==> src/rtl/mac_acc_reader_if.sv <==
// Byte-stream handshake bundle between mac_acc_reader and the result sink.
// master drives data/valid/last, slave returns ready.
interface mac_acc_reader_if;
    logic [7:0] tx_data;
    logic       tx_valid;
    logic       tx_ready;
    logic       tx_last;

    modport master (
        output tx_data,
        output tx_valid,
        output tx_last,
        input  tx_ready
    );

    modport slave (
        input  tx_data,
        input  tx_valid,
        input  tx_last,
        output tx_ready
    );
endinterface

==> src/rtl/mac_acc_reader.sv <==
// mac_acc_reader: captures the final MAC accumulator value, clears the
// accumulator and streams the result LSB-first as 8-bit beats.
// Optional build macro ACC_READER_SAT_EN: saturate the captured value to
// 16 bits and send 2 beats instead of the raw 22-bit value in 3 beats.
module mac_acc_reader (
    input  logic                    clk,
    input  logic                    reset_n,
    input  logic [21:0]             acc,
    input  logic                    acc_done,
    output logic                    acc_clr,
    mac_acc_reader_if.master        tx,
    output logic                    busy,
    output logic                    overrun
);

    typedef enum logic {
        IDLE = 1'b0,
        SEND = 1'b1
    } state_t;

`ifdef ACC_READER_SAT_EN
    localparam logic [1:0] LAST_BEAT = 2'd1;
`else
    localparam logic [1:0] LAST_BEAT = 2'd2;
`endif

    state_t      state;
    logic [23:0] shift;
    logic [1:0]  cnt;
    logic        valid_q;
    logic        last_q;

    logic [23:0] cap_word;
    logic        handshake;
    logic        final_hs;
    logic        load;
    logic        drop;

    // Low byte of the shift register is always the beat on the wire.
    assign tx.tx_data  = shift[7:0];
    assign tx.tx_valid = valid_q;
    assign tx.tx_last  = last_q;

    // Value to be captured from the accumulator this cycle.
    always_comb begin
`ifdef ACC_READER_SAT_EN
        if (acc > 22'h00FFFF) begin
            cap_word = 24'h00FFFF;
        end else begin
            cap_word = {8'h00, acc[15:0]};
        end
`else
        cap_word = {2'b00, acc};
`endif
    end

    // Handshake decode; a capture is legal when idle or on the final beat.
    always_comb begin
        handshake = valid_q && tx.tx_ready;
        final_hs  = handshake && (cnt == 2'd0);
        load      = acc_done && ((state == IDLE) || final_hs);
        drop      = acc_done && (state == SEND) && !final_hs;
    end

    // Read-out FSM with all outputs registered.
    always_ff @(posedge clk) begin
        if (!reset_n) begin
            state   <= IDLE;
            shift   <= '0;
            cnt     <= '0;
            valid_q <= 1'b0;
            last_q  <= 1'b0;
            acc_clr <= 1'b0;
            busy    <= 1'b0;
            overrun <= 1'b0;
        end else begin
            acc_clr <= load;
            if (drop) begin
                overrun <= 1'b1;
            end
            case (state)
                IDLE: begin
                    if (load) begin
                        state   <= SEND;
                        shift   <= cap_word;
                        cnt     <= LAST_BEAT;
                        valid_q <= 1'b1;
                        last_q  <= 1'b0;
                        busy    <= 1'b1;
                    end
                end
                SEND: begin
                    if (load) begin
                        // final beat accepted with a new result pending:
                        // reload without an idle bubble
                        shift   <= cap_word;
                        cnt     <= LAST_BEAT;
                        valid_q <= 1'b1;
                        last_q  <= 1'b0;
                        busy    <= 1'b1;
                    end else if (final_hs) begin
                        state   <= IDLE;
                        valid_q <= 1'b0;
                        last_q  <= 1'b0;
                        busy    <= 1'b0;
                    end else if (handshake) begin
                        shift   <= shift >> 8;
                        cnt     <= cnt - 2'd1;
                        last_q  <= (cnt == 2'd1);
                    end
                end
                default: begin
                    state <= IDLE;
                end
            endcase
        end
    end

endmodule
==> src/flat_wrapper.sv <==
// flat-port wrapper written by rule: the top's interface ports become plain ports
module mac_acc_reader_flat 
  (clk, reset_n, acc, acc_done, acc_clr, busy, overrun, tx_tx_data, tx_tx_valid, tx_tx_last, tx_tx_ready);
  mac_acc_reader_if tx_i ();
  input  logic clk;
  input  logic reset_n;
  input  logic [21:0] acc;
  input  logic acc_done;
  output logic acc_clr;
  output logic busy;
  output logic overrun;
  output wire logic [$bits(tx_i.tx_data)-1:0] tx_tx_data;
  output wire logic [$bits(tx_i.tx_valid)-1:0] tx_tx_valid;
  output wire logic [$bits(tx_i.tx_last)-1:0] tx_tx_last;
  input wire logic [$bits(tx_i.tx_ready)-1:0] tx_tx_ready;
  assign tx_tx_data = tx_i.tx_data;
  assign tx_tx_valid = tx_i.tx_valid;
  assign tx_tx_last = tx_i.tx_last;
  assign tx_i.tx_ready = tx_tx_ready;
  mac_acc_reader u_core (.clk(clk), .reset_n(reset_n), .acc(acc), .acc_done(acc_done), .acc_clr(acc_clr), .tx(tx_i), .busy(busy), .overrun(overrun));
endmodule
==> config.mk <==
export PLATFORM = sky130hd
export DESIGN_NAME = mac_acc_reader_flat
export DESIGN_NICKNAME = d
export VERILOG_FILES = /design/src/rtl/mac_acc_reader_if.sv /design/src/rtl/mac_acc_reader.sv /design/src/flat_wrapper.sv
export SDC_FILE = /design/constraint.sdc
export NUM_CORES = 1
export LEC_CHECK = 0
export BUFFER_PORTS_ARGS = -buffer_cell sky130_fd_sc_hd__buf_2
export CORE_MARGIN = 5
export CORE_UTILIZATION = 52
export CTS_CLUSTER_DIAMETER = 120
export DETAILED_ROUTE_END_ITERATION = 8
export HOLD_SLACK_MARGIN = 0.06
export PLACE_DENSITY = 0.88
export SYNTH_ARGS = -nofsm -noshare
export SYNTH_HDL_FRONTEND = slang
export SYNTH_SLANG_ARGS = --single-unit
==> constraint.sdc <==
create_clock -name clk -period 2.6 [get_ports clk]
set_input_delay 0.52 -clock clk [delete_from_list [all_inputs] [get_ports clk]]
set_output_delay 0.52 -clock clk [all_outputs]
set_load 0.02 [all_outputs]
Yosys cells after proc, flatten, opt, wreduce, memory -nomap -nowiden
Index checks and enable logic that the tools add are counted.

Add/subtract/negate cells: 1. Bitwise operators: 1. Multiplexer cells: 23. Equal/unequal tests: 6. Reductions and logical operators: 11.

Operator list (count): two-way mux 24 bit (4); case mux 24 bit (2 select lines) (1); two-way mux 1 bit (10); != test 3 bit (second input constant) (3); two-way mux 2 bit (4); case mux 1 bit (2 select lines) (3); logical AND 1 bit (5); != test 4 bit (second input constant) (1); case mux 2 bit (2 select lines) (1); AND reduction 2 bit (2); AND reduction 3 bit (1); == test 2 x 1 -> 1 bit (second input constant) (1); logical NOT 2 bit (1); != test 2 x 1 -> 1 bit (second input constant) (1); subtractor 2 x 1 -> 2 bit (second input constant) (1); logical NOT 1 bit (1); logical OR 1 bit (1); NOT 1 bit (1).

Word-level logic and storage cells: 49. Bits in registers: 31. Output and inout bits: 13. Input port bits: 26.

Depth between registers and ports, before layout
Gate-level depths: netlist of run 1.

Depth in word-level cells: 6. Depth in mapped cells: 7.

Worst setup path after synthesis of run 1
No wires, ideal clock.

Path type: flip-flop to flip-flop. Start: register u_core.cnt[0]. End: register u_core.shift[7]. Library setup time: 0.122 ns. Period minus slack after synthesis: 1.594 ns. Stages on the path, launching flop included: 8. Path slack: 1.006 ns. Arrival: 1.472 ns. Buffers on the path: 1. Required time: 2.478 ns. Cell sequence: dfxtp_1 > inv_1 > ha_1 > nor2b_4 > o2bb2ai_2 > and2_1 > buf_6 > a221o_1.

Longest elaborated chain between the ends: 6.

Ends and longest elaborated chain: start, declared (RTL line mac_acc_reader.sv:29) `logic [1:0] cnt;`; start signal, assigned (RTL line mac_acc_reader.sv:108) `cnt <= cnt - 2'd1;`; logical NOT 2 bit * (RTL line mac_acc_reader.sv:60) `final_hs = handshake && (cnt == 2'd0);`; logical AND 1 bit * (RTL line mac_acc_reader.sv:60); logical OR 1 bit (RTL line mac_acc_reader.sv:61) `load = acc_done && ((state == IDLE) || final_hs);`; logical AND 1 bit (RTL line mac_acc_reader.sv:61); != test 3 bit (no line) (tied with other cells); AND reduction 3 bit (no line) or case mux 24 bit (2 select lines) (tied branches); end signal, assigned (RTL line mac_acc_reader.sv:85) `shift <= cap_word;`; end signal, assigned (RTL line mac_acc_reader.sv:96) `shift <= cap_word;`; end signal, assigned (RTL line mac_acc_reader.sv:107) `shift <= shift >> 8;`; end, declared (RTL line mac_acc_reader.sv:28) `logic [23:0] shift;`.

Every way passes the cells marked *; elsewhere a longest branch is shown, timed or not. A chain may end at the register's enable or synchronous reset.

Worst setup path after layout of run 1
Start: register u_core.cnt[0]. End: register u_core.shift[6].

Same word-level chain as after synthesis.

==> results of run 1 <==
==> Yosys cell counts, drive strengths merged <==
library cell	n
nor2	4
dfxtp	29
o2bb2ai	1
a22o	7
a221o	14
a31oi	2
a32o	1
and2	1
inv	5
clkbuf	6
ha	2
nand2	18
nor2b	3
o21ai	2
nand4	2
nor3b	1
buf	17
nand4b	14
a21oi	18
o21a	2
==> final cells by class <==
| cell class | instances | area (um^2) |
|---|---|---|
| Clock buffer | 7 | 55.1 |
| Clock inverter | 1 | 30.0 |
| Fill cell | 214 | 926 |
| Inverter | 5 | 18.8 |
| Multi-Input combinational cell | 92 | 662 |
| Sequential cell | 29 | 581 |
| Tap cell | 30 | 37.5 |
| Timing Repair Buffer | 41 | 213 |
==> stage by stage <==
step	utilization [%]	hold WS, ns	cells	total power, mW
6_report	63.3	0.408	205	1.04
5_1_grt	63.3	0.398	205	1.08
4_1_cts	63.3	0.396	205	1.05
3_5_place_dp	59.9	0.464	197	0.664
3_3_place_gp	59.9	0.465	197	0.657
2_1_floorplan	-	0.442	149	0.631
==> registers in the layout (all words and copies together) (netlist names) <==
register            count
u_core.acc_clr          1
u_core.cnt              2
u_core.overrun          1
u_core.shift           22
u_core.state            1
u_core.tx.tx_last       1
u_core.tx.tx_valid      1
==> how the worst max path moves through the flow <==
| stage | end | slack, ns | cells past startpoint |
|---|---|---|---|
| floorplan | u_core.shift[7] | 1.01 | 7 |
| global placement | u_core.shift[7] | 0.69 | 5 |
| detailed placement | u_core.shift[7] | 0.62 | 5 |
| CTS | u_core.shift[7] | 0.73 | 6 |
| global route | u_core.shift[7] | 0.62 | 6 |
| finish | u_core.shift[6] | 0.73 | 6 |
==> worst max-delay path, cell delays in order (launching register included) <==
cell and delay [ns]:
dfxtp_1 0.39, inv_1 0.06, ha_1 0.39, a31oi_4 0.28, nor2_2 0.06, buf_4 0.21
a221o_1 0.37
==> per-layer routing <==
metal  vias to the layer above  share of wire (%)
met5                         -                  0
met3                         8                9.9
met1                       554                 42
met4                         0                1.6
met2                        58                 47
li1                        595                  -
==> power groups by stage <==
stage	logic [mW]	registers (mW)	clock network [mW]
3_3_place_gp	0.151	0.506	0
4_1_cts	0.157	0.497	0.391
3_5_place_dp	0.156	0.507	0
5_1_grt	0.172	0.501	0.408
6_report	0.156	0.497	0.384
2_1_floorplan	0.128	0.503	0
==> cells by family (layout without fill, tap and decap cells) <==
group                      count (synthesis)  count (layout)
adders and majority gates                  2               2
buffers and inverters                     28              54
AOI/OAI and AO/OA                         47              47
DFF                                       29              29
and+or+nand+nor                           43              43
==> results.py, run 1 <==
metrics = {
    "status": {
        "status": "complete, no violations",
    },
    "synthesis": {
        "synthMuxAreaShare_pct": 0,
        "synth_compound_area_share_pct": 26.3,
        "synth.net_count": 177,
        "synth_top_area_cell": "dfxtp_1",
        "yosys_warnings": 0,
        "syn_area_um2": 1410,
        "synth.top_cell.area_share_pct": 41.3,
        "synth-simple-area-share_pct": 19.1,
        "synth_xor_area_share_pct": 0,
        "postSynthCellCount": 149,
        "synth_top_family_by_area": "compound AO/OA/AOI/OAI gates",
        "syn-mean-instance-area_um2": 9.43,
        "ys_seq_elements": 29,
        "ys_top_cells_by_area": "dfxtp_1, a221o_1, nand4b_1, a21oi_1, buf_4",
        "synthAdderAreaFrac_pct": 1.78,
        "ys_seq_area_share_pct": 41.3,
        "synth_cell_types": 27,
    },
    "setup_path": {
        "arrival_ns": 2.08,
        "end_kind": "register",
        "required_ns": 2.82,
        "r2r-end": "u_core.shift[6]",
        "ff2ff_path_depth": 6,
        "r2r_setup_slack_ns": 0.73,
        "cp-startpoint": "u_core.cnt[0]",
        "crit_type": "reg2reg",
        "start_kind": "register",
        "worstReg2RegStart": "u_core.cnt[0]",
        "critPathMaxFanout": 23,
    },
    "sta": {
        "skew_ns": 0.00983,
        "min_period_ns": 1.87,
        "fin_ws_ns": 0.733,
        "rsz0062_at_grt": "false",
        "fin_setup_tns_ns": 0,
        "final-hold-violation-count": 0,
        "slew_viol_final": 0,
        "slew_headroom_pct": 62.4,
        "post-route-period-util_pct": 71.8,
        "worst_pin_slew_ns": 0.564,
        "fmax_mhz": 536,
        "setup_viol": 0,
    },
    "grt": {
        "grtUsageMet3_pct": 7.64,
        "grtUsageMet2_pct": 26.8,
        "grt_max_degree": 24,
        "grt_overflow": 0,
        "grt_pass1_vias": 1124,
        "grt_most_used_layer": "met2",
        "grt_first_pass_wirelength_um": 4730,
        "antenna_found_initial": 0,
        "use_met1_pct": 19.6,
        "grt.total_usage_pct": 17.1,
    },
    "routing": {
        "first_pass_iters": 4,
        "num_vias": 1215,
        "drtIter0Drc": 48,
        "drc_errors": 0,
        "wire_per_inst_um": 14.6,
        "wl_um": 3000,
        "viasPerCell": 5.93,
        "ant_nets": 0,
    },
    "floorplanning": {
        "die_area_um2": 3840,
        "die_h_um": 62.0,
        "ios": 39,
        "placement_rows": 18,
        "dieWidth_um": 62.0,
        "start_util_pct": 55.7,
        "core_um2": 2520,
    },
    "final_layout": {
        "nNetsFinal": 202,
        "fin_area_um2": 1600,
        "final_common_cell": "buf_2",
        "num_antenna_cells": 0,
        "final_layout_size_suffix_gt1_share_pct": 31.4,
        "layout_common_cells": "buf_2, dfxtp_1, a21oi_1",
        "area_growth_pct": 13.6,
    },
    "clock_network": {
        "numClockSinks": 29,
        "cts_hold_buf": 0,
        "worstSkewPairLatency_ns": 0.33,
        "post_cts_buffers": 0,
        "root_buffer": "clkbuf_4",
        "cts_buffers": 5,
        "path_clk_slew_ns": 0.10,
        "htreeDepth": 2,
        "cts_resized": 0,
        "clk_path_buf_depth": 2,
        "cts_tree": "done",
    },
    "worst_hold_path": {
        "worstHoldStart": "acc[12]",
        "hold_path_class": "in2reg",
        "hold_depth": 2,
        "worst_hold_path.endpoint": "u_core.shift[12]",
    },
    "placed_design": {
        "routabilityCongestion": 0.752,
        "io_buffers": 38,
        "hpwl_um": 2100,
        "pre_cts_ws_ns": 0.622,
        "dpl_cell_area_um2": 1510,
    },
    "power_and_ir_drop": {
        "p_leak_nw": 0.660,
        "power_frac_comb_pct": 15.1,
        "p_seq_share_pct": 48.0,
        "switchingPower_mw": 0.266,
        "swShare_pct": 25.6,
        "p_int_mw": 0.772,
        "p_per_area_nw_per_um2": 650,
        "clockPowerShare_pct": 37.0,
        "ir_worst_vdd_v": 0.000452,
    },
    "flow_run": {
        "maxCapViolCount": 0,
    },
}
(Power assumes the default switching activity.)
==> run 2: changes to the inputs <==
- CORE_UTILIZATION: 52 -> 51
- PLACE_DENSITY: 0.88 -> 0.87
- clock period: 2.6 -> 1.8 ns (I/O delays scaled with it)
==> run 2 against run 1 <==
  * Final area increased by 0.78%
  * Global-route usage decreased by 1.3 points
  * Worst hold slack got worse by 0.17 ns
  * Critical path depth unchanged
  * Sequential cell count unchanged
  * Count of clock-buffer cells in the layout unchanged
  * First-iteration DRC count decreased by 33%
  * Via count increased by 1.2%
  * Sequential share of layout area decreased by 0.28 points
  * Combinational power increased by 51%
  * Sequential power increased by 45%
  * Clock skew decreased by 0.00052 ns
  * Largest power group unchanged
  * Highest routed layer unchanged
==> results.py, run 2 (synthesis results as in run 1) <==
metrics = {
    "status": {
        "status": "complete, no violations",
    },
    "clock_network": {
        "clk_path_buf_depth": 2,
        "path_clk_slew_ns": 0.09,
        "numClockSinks": 29,
        "cts_tree": "done",
        "htreeDepth": 2,
        "cts_buffers": 5,
        "root_buffer": "clkbuf_4",
        "post_cts_buffers": 0,
        "worstSkewPairLatency_ns": 0.33,
    },
    "setup_path": {
        "ff2ff_path_depth": 6,
        "crit_slowest_cell": "dfxtp_1",
        "crit_chain": "inv_1 -> ha_1 -> nor2b_4 -> o2bb2ai_2 -> and2_1 -> a221o_1",
        "cp_top_family": "simple AND/OR/NAND/NOR gates",
        "worstReg2RegStart": "u_core.cnt[0]",
        "cp_num_buf_inv": 1,
        "start_kind": "register",
        "required_ns": 2.01,
        "arrival_ns": 1.92,
        "end_kind": "register",
        "critPathMaxFanout": 8,
        "r2r-end": "u_core.shift[7]",
        "r2r_setup_slack_ns": 0.1,
        "crit_type": "reg2reg",
        "critPathMaxStageDelay_ns": 0.38,
    },
    "final_layout": {
        "layout_common_cells": "buf_2, dfxtp_1, a21oi_1",
        "largestRegisters": "u_core.shift (22), u_core.cnt (2)",
        "largest_register_ffs": 22,
        "num_antenna_cells": 0,
        "final_common_cell": "buf_2",
        "nNetsFinal": 204,
        "utilization_pct": 59.9,
        "area_growth_pct": 14.5,
        "regMostFlops": "u_core.shift",
        "final_layout_size_suffix_gt1_share_pct": 32.8,
    },
    "grt": {
        "grt_first_pass_wirelength_um": 5040,
        "use_met1_pct": 17.0,
        "grt_max_degree": 24,
        "antenna_found_initial": 0,
        "grt.total_usage_pct": 15.7,
        "grtUsageMet2_pct": 27.7,
        "grtUsageMet3_pct": 4.86,
        "grt_overflow": 0,
        "grt_most_used_layer": "met2",
        "grt_pass1_vias": 1161,
    },
    "sta": {
        "worst_pin_slew_ns": 0.534,
        "final-hold-violation-count": 0,
        "slew_viol_final": 0,
        "fin_ws_ns": 0.0970,
        "slew_headroom_pct": 64.4,
        "hold_slack_ns": 0.240,
        "min_period_ns": 1.70,
        "rsz0062_at_grt": "false",
        "post-route-period-util_pct": 94.6,
        "fmax_mhz": 587,
        "skew_ns": 0.00930,
        "setup_viol": 0,
    },
    "routing": {
        "drc_errors": 0,
        "viasPerCell": 5.91,
        "ant_nets": 0,
        "num_vias": 1229,
        "first_pass_iters": 4,
        "wl_um": 3090,
        "drtIter0Drc": 32,
        "wire_per_inst_um": 14.8,
    },
    "floorplanning": {
        "die_area_um2": 3910,
        "placement_rows": 19,
        "dieWidth_um": 62.5,
        "die_h_um": 62.5,
        "ios": 39,
        "core_um2": 2690,
        "start_util_pct": 52.3,
    },
    "placed_design": {
        "pre_cts_ws_ns": -0.0722,
        "routabilityCongestion": 0.763,
        "hpwl_um": 2210,
        "io_buffers": 38,
    },
    "power_and_ir_drop": {
        "total_power_mw": 1.41,
        "ir_worst_vdd_v": 0.000706,
        "p_per_area_nw_per_um2": 876,
        "p_leak_nw": 0.665,
    },
    "worst_hold_path": {
        "worst_hold_path.endpoint": "u_core.shift[19]",
        "worstHoldStart": "acc[19]",
        "hold_depth": 2,
        "hold_path_class": "in2reg",
    },
    "flow_run": {
        "maxCapViolCount": 0,
    },
}
[run 2: layout make-up]
type	instances	area (um^2)
clock buffers	7	65.1
clock inverters	1	5.00
fillers	237	1080
inverters	5	18.8
multi-input cells	92	673
flip-flops and latches	29	581
well taps	31	38.8
repair buffers	43	228
[run 2: metrics by stage]
stage / std cells / instance area, um^2 / TNS [ns]
global placement: 200 / 1530 / 0
detailed placement: 200 / 1530 / -1.15
CTS: 208 / 1600 / 0
global route: 208 / 1610 / 0
finish: 208 / 1610 / 0
floorplan: 149 / 1410 / 0
[run 2: worst max-delay path by stage]
stage                             start               end  cells past startpoint
after floorplan           u_core.cnt[0]   u_core.shift[7]                      7
final                     u_core.cnt[0]   u_core.shift[7]                      6
after detailed placement  u_core.cnt[0]   u_core.shift[6]                      5
after CTS                 u_core.cnt[0]  u_core.shift[13]                      5
after global placement    u_core.cnt[0]   u_core.shift[7]                      5
after global routing      u_core.cnt[0]   u_core.shift[7]                      6
[run 2: worst register-to-register path, delay by kind of cell (launching register included)]
kind,cells,cell delay [ns]
adders and majority gates,1,0.29
AOI/OAI and AO/OA,2,0.43
buffers and inverters,1,0.06
DFF,1,0.38
and+or+nand+nor,2,0.45
[run 2: metal layers]
layer  vias up  wire [um]
li1        602          -
met1       587       1300
met2        33       1560
met3         7        176
met4         0         56
met5         -          0
[run 2: report_power, final]
group / switching, mW / internal (mW) / total, mW
combinational: 0.132 / 0.104 / 0.236
sequential: 0.0347 / 0.685 / 0.720
clock: 0.227 / 0.226 / 0.453
[run 2: repair_timing]
action	CTS	global route
setup endpoints to repair	22	13
hold endpoints to repair	0	0
hold buffers	0	0
resized for setup	1	1
